### config.mk
export PLATFORM = sky130hd
export DESIGN_NAME = video_timing_out
export DESIGN_NICKNAME = d
export VERILOG_FILES = /design/src/rtl/video_timing_out.sv
export SDC_FILE = /design/constraint.sdc
export NUM_CORES = 1
export LEC_CHECK = 0
export ABC_AREA = 0
export BUFFER_PORTS_ARGS = -buffer_cell sky130_fd_sc_hd__buf_2
export CAP_MARGIN = 20
export CORE_ASPECT_RATIO = 0.5
export CORE_MARGIN = 5
export CORE_UTILIZATION = 50
export CTS_BUF_LIST = sky130_fd_sc_hd__clkbuf_8
export CTS_CLUSTER_SIZE = 16
export DETAILED_ROUTE_END_ITERATION = 6
export PLACE_DENSITY = 0.75
export SLEW_MARGIN = 0
export SYNTH_ARGS = -nofsm -noshare
export SYNTH_HDL_FRONTEND = slang
export SYNTH_SLANG_ARGS = --single-unit
export TNS_END_PERCENT = 5
### constraint.sdc
create_clock -name clk -period 2.1 [get_ports clk]
set_input_delay 0.42 -clock clk [delete_from_list [all_inputs] [get_ports clk]]
set_output_delay 0.42 -clock clk [all_outputs]
set_load 0.02 [all_outputs]
### src/rtl/video_timing_out.sv
// rtl/video_timing_out.sv - video timing master and 4:4:4 to 4:2:2 output formatter
// Counters drive the pipeline; returning YCbCr is delay-aligned and chroma-averaged per pixel pair.
module video_timing_out #(
  parameter int H_ACTIVE = 1280,
  parameter int H_FP     = 110,
  parameter int H_SYNC   = 40,
  parameter int H_BP     = 220,
  parameter int V_ACTIVE = 720,
  parameter int V_FP     = 5,
  parameter int V_SYNC   = 5,
  parameter int V_BP     = 20,
  parameter int LAT      = 1,
  parameter int SYNC_POL = 1
) (
  input  logic        clk,
  input  logic        rst_n,
  input  logic        enable,
  output logic [11:0] pixel,
  output logic [11:0] line,
  output logic        line_end,
  output logic        frame_end,
  output logic        halt,
  input  logic [7:0]  Y,
  input  logic [7:0]  Cb,
  input  logic [7:0]  Cr,
  output logic [15:0] vid_data,
  output logic        vid_de,
  output logic        vid_hs,
  output logic        vid_vs
);

  localparam int H_TOTAL = H_ACTIVE + H_FP + H_SYNC + H_BP;
  localparam int V_TOTAL = V_ACTIVE + V_FP + V_SYNC + V_BP;
  localparam logic [11:0] H_LAST   = 12'(H_TOTAL - 1);
  localparam logic [11:0] V_LAST   = 12'(V_TOTAL - 1);
  localparam logic [11:0] HS_FIRST = 12'(H_ACTIVE + H_FP);
  localparam logic [11:0] HS_LAST  = 12'(H_ACTIVE + H_FP + H_SYNC - 1);
  localparam logic [11:0] VS_FIRST = 12'(V_ACTIVE + V_FP);
  localparam logic [11:0] VS_LAST  = 12'(V_ACTIVE + V_FP + V_SYNC - 1);
  localparam logic        SYNC_ON  = (SYNC_POL != 0);

  // Flag bundle order: {de, hs_active, vs_active, pixel[0]}
  logic [3:0] raw_flags;
  logic [3:0] dly [LAT];
  logic [3:0] aligned;
  logic [3:0] prev_flags;
  logic [7:0] prev_y;
  logic [7:0] prev_cb;
  logic [7:0] prev_cr;
  logic [7:0] cr_hold;
  logic [7:0] cb_avg;
  logic [7:0] cr_avg;

  function automatic logic [7:0] avg(input logic [7:0] a, input logic [7:0] b);
    logic [8:0] s;
    s = {1'b0, a} + {1'b0, b} + 9'd1;
    return s[8:1];
  endfunction

  always_ff @(posedge clk or negedge rst_n) begin
    if (!rst_n) begin
      pixel <= '0;
      line  <= '0;
      halt  <= 1'b1;
    end else begin
      halt <= ~enable;
      if (enable) begin
        if (pixel == H_LAST) begin
          pixel <= '0;
          line  <= (line == V_LAST) ? 12'd0 : line + 12'd1;
        end else begin
          pixel <= pixel + 12'd1;
        end
      end
    end
  end

  always_comb begin
    line_end     = (pixel == H_LAST);
    frame_end    = line_end && (line == V_LAST);
    raw_flags[3] = (pixel < 12'(H_ACTIVE)) && (line < 12'(V_ACTIVE));
    raw_flags[2] = (pixel >= HS_FIRST) && (pixel <= HS_LAST);
    raw_flags[1] = (line >= VS_FIRST) && (line <= VS_LAST);
    raw_flags[0] = pixel[0];
  end

  always_ff @(posedge clk or negedge rst_n) begin
    if (!rst_n) begin
      for (int i = 0; i < LAT; i++) dly[i] <= '0;
    end else if (enable) begin
      dly[0] <= raw_flags;
      for (int i = 1; i < LAT; i++) dly[i] <= dly[i-1];
    end
  end

  assign aligned = dly[LAT-1];
  assign cb_avg  = avg(prev_cb, Cb);
  assign cr_avg  = avg(prev_cr, Cr);

  // Even pixel leaves when its odd partner is at the inputs; the odd pixel's Cr average waits in cr_hold.
  always_ff @(posedge clk or negedge rst_n) begin
    if (!rst_n) begin
      prev_flags <= '0;
      prev_y     <= '0;
      prev_cb    <= '0;
      prev_cr    <= '0;
      cr_hold    <= '0;
      vid_data   <= 16'h1080;
      vid_de     <= 1'b0;
      vid_hs     <= ~SYNC_ON;
      vid_vs     <= ~SYNC_ON;
    end else if (enable) begin
      prev_flags <= aligned;
      prev_y     <= Y;
      prev_cb    <= Cb;
      prev_cr    <= Cr;
      if (!prev_flags[0]) cr_hold <= cr_avg;
      vid_de   <= prev_flags[3];
      vid_hs   <= prev_flags[2] ? SYNC_ON : ~SYNC_ON;
      vid_vs   <= prev_flags[1] ? SYNC_ON : ~SYNC_ON;
      vid_data <= prev_flags[3] ? {prev_y, (prev_flags[0] ? cr_hold : cb_avg)} : 16'h1080;
    end
  end

endmodule

==> results.cfg <==
[place]
io_buffer_count = 72
dpl.hpwl_mm = 7.37
gp_congestion = 0.874
place_ws_ns = -0.116

[worst_setup_path]
critPathLaunchType = register
crit_path_end_kind = output pin
r2r_cells = 8
critPathLaunch = pixel[8]$_DFFE_PN0P_
crit_chain = or4_4, or3_4, inv_8, and2_4, buf_6
r2r_start = pixel[1]$_DFFE_PN0P_
critical_path_required_ns = 1.68
cpLargestDelayFamily = simple AND/OR/NAND/NOR gates
rr_endpoint = line[4]$_DFFE_PN0P_
slowest_stage = or4_4
path_class = reg2out
crit_fanout = 3
crit_arrival_ns = 2.00
crit_buf_inv = 2
slowest_delay_ns = 0.53
worstSetupEndpoint = frame_end
crit_cells = 5
r2r_slack_ns = 0.09

[layout]
num_antenna_cells = 0
syn_to_final_growth_pct = 22.0
utilization_pct = 62.4
nNetsFinal = 589
drive_gt1_share_pct = 32.5

[detailed_routing]
dr.pass1.iters = 4
drt-total-wl_mm = 9.89
wl_per_cell_um = 14.9
drc = 0
met3_length_um = 410
highest_layer = met4
wl_met1_mm = 4.66
drt_iter0_drc = 186
vias = 3553
dr_wl_met2_mm = 4.72
viasPerCell = 5.37
ant_nets = 0

[power_and_ir_drop]
p_leak_nw = 2.59
ir_drop_uv = 442
powerDensity_nw_per_um2 = 843

[cts]
cts_max_path_buffers = 2
clock_latency_ns = 0.37
cts_tree = built
clkTransAtPathRegs_ns = 0.08
cts-buffers-inserted = 9
clock_sinks = 84
cts_hold_buf = 0
cts_root_buf = clkbuf_8
htree_levels = 3

[logic_synthesis]
postSynthAreaPerCell_um2 = 10.0
synth-edff-count = 0
syn_inst = 440
yosys_warnings = 0
synth-seq-cells = 84
synth_cell_types = 57
synthArstFlopShare_pct = 100
synthesis.area_um2 = 4420
syn_nets = 489
synth_ff_type = dfrtp_1
synth-seq-area-share_pct = 47.6

[sta]
max_slew_margin_pct = 63.0
tightestPinTransition_ns = 0.555
final.min_clock_period_ns = 2.42
maxSlewViolCount = 0
setup_viol = 2
period_share_pct = 115
finalWorstSetupSlack_ns = -0.321
rsz0062_at_grt = yes
hold_viol = 0
clock_skew_ns = 0.0100
fmax_mhz = 413

[floorplanning]
start_util_pct = 51.1
coreArea_um2 = 8650
die_x_um = 143
fp.dieArea_um2 = 10900
std_cell_rows = 24
top_level_ports = 73
dieHeight_um = 76.5

[hold_path]
hold_path.class = in2async

[job]
drv_cap = 0

[global_routing]
grt_pass1_wl_mm = 17.3
grt_pass1_vias = 3536
grt_antenna_before_repair = 0
grt_util_all_layers_pct = 19.7
grt.overflow.total = 0
grt_max_degree = 37

[run_status]
status = finished, violations left
violations = setup timing
==> routing by layer <==
layer | up-vias | GRT usage (%)
met1 | 1718 | 26.5
met3 | 9 | 5.52
met2 | 59 | 31.4
li1 | 1767 | -
met4 | 0 | 4.93
met5 | - | 0
==> worst min-delay path by stage <==
stage                     startpoint                       to  slack [ns]  depth (start not counted)
after floorplan                rst_n   aligned[0]$_DFFE_PN0P_        0.12                          0
after CTS                      rst_n  vid_data[4]$_DFFE_PN0P_        0.01                          1
after detailed placement       rst_n   prev_cr[1]$_DFFE_PN0P_        0.41                          1
after global placement         rst_n   prev_cr[1]$_DFFE_PN0P_        0.41                          1
final                          rst_n   prev_cr[1]$_DFFE_PN0P_       0.003                          1
after global routing           rst_n   prev_cr[1]$_DFFE_PN0P_        0.03                          1
==> sequential cells by signal, summed over array words and instances (netlist names) <==
name	flops
aligned	4
cr_hold	8
halt	1
line	12
pixel	12
prev_cb	8
prev_cr	8
prev_flags	4
prev_y	8
vid_data	16
vid_de	1
vid_hs	1
vid_vs	1
==> layout make-up <==
| type | count | area [µm²] |
|---|---|---|
| fillers | 739 | 3250 |
| multi-input cells | 311 | 2140 |
| flip-flops and latches | 84 | 2110 |
| repair buffers | 112 | 704 |
| clock buffers | 11 | 151 |
| well taps | 117 | 146 |
| inverters | 22 | 90.1 |
| clock inverters | 5 | 51.3 |
==> what timing repair did <==
item / CTS / global route
gates cloned: 0 / 0
buffers inserted: 0 / 0
resized for setup: 7 / 2
pin swaps: 0 / 2
setup endpoints to repair: 3 / 5
==> cells in the final DEF (no fill, tap or decap), types with 4 or more instances in the layout <==
| master | instances |
|---|---|
| o211ai_1 | 4 |
| nand2_1 | 36 |
| buf_2 | 69 |
| dfrtp_1 | 78 |
| o2bb2ai_1 | 4 |
| and4_1 | 4 |
| nor2b_1 | 6 |
| o21ai_0 | 35 |
| inv_1 | 22 |
| a21oi_1 | 18 |
| buf_4 | 39 |
| a21o_1 | 5 |
| nand3_1 | 24 |
| xnor2_1 | 14 |
| and3_1 | 5 |
| clkbuf_8 | 11 |
| nand4_1 | 7 |
| ha_1 | 20 |
| nor2_1 | 28 |
| mux2_2 | 29 |
| nor3_1 | 10 |
| a31oi_1 | 6 |
| xor2_1 | 7 |
==> Yosys cell counts, drive strengths merged (6+ instances only) <==
library cell	n	area (µm²)
a21oi	20	100
a31oi	6	37.5
buf	6	43.8
clkbuf	17	63.8
dfrtp	81	2030
ha	20	250
inv	22	85.1
mux2	29	327
nand2	37	141
nand3	24	120
nand4	7	43.8
nor2	28	105
nor2b	6	37.5
nor3	11	66.3
o21ai	38	190
xnor2	14	123
xor2	7	61.3
==> worst reg2reg max path: stages, from the launching register on <==
cell and delay (ns):
dfrtp_1 0.38, inv_1 0.08, ha_1 0.19, buf_4 0.12
nor4bb_1 0.23, and4_1 0.23, nand2_1 0.15, or4_1 0.50
nand2_1 0.08
==> power by group <==
part	switching, mW	internal (mW)
sequential	0.150	1.87
clock	0.578	0.606
combinational	0.747	0.592
==> metrics by stage <==
| stage | hold slack [ns] | cell area (µm²) | total power, mW | TNS (ns) | instances |
|---|---|---|---|---|---|
| after detailed placement | 0.408 | 5160 | 3.39 | -0.183 | 646 |
| after global placement | 0.408 | 5160 | 3.36 | -0.115 | 646 |
| after CTS | 0.00988 | 5390 | 4.59 | -0.630 | 662 |
| final | 0.00303 | 5390 | 4.55 | -0.595 | 662 |
| after floorplan | 0.124 | 4430 | 2.90 | -0.0545 | 440 |
| after global routing | 0.0277 | 5390 | 4.84 | -0.712 | 662 |
==> kinds of logic (layout without fill, tap and decap cells) <==
kind of cell / Yosys count / after routing / share of synthesized area, %
XOR/XNOR: 21 / 21 / 4.16
buffers and inverters: 45 / 150 / 4.36
AO/OA/AOI/OAI: 95 / 95 / 13.0
AND/OR/NAND/NOR: 143 / 143 / 16.7
adder cells (fa/ha/maj): 22 / 22 / 6.56
multiplexers: 30 / 30 / 7.61
flip-flops: 84 / 84 / 47.6
Note: power is estimated with default switching activity, not from simulation.
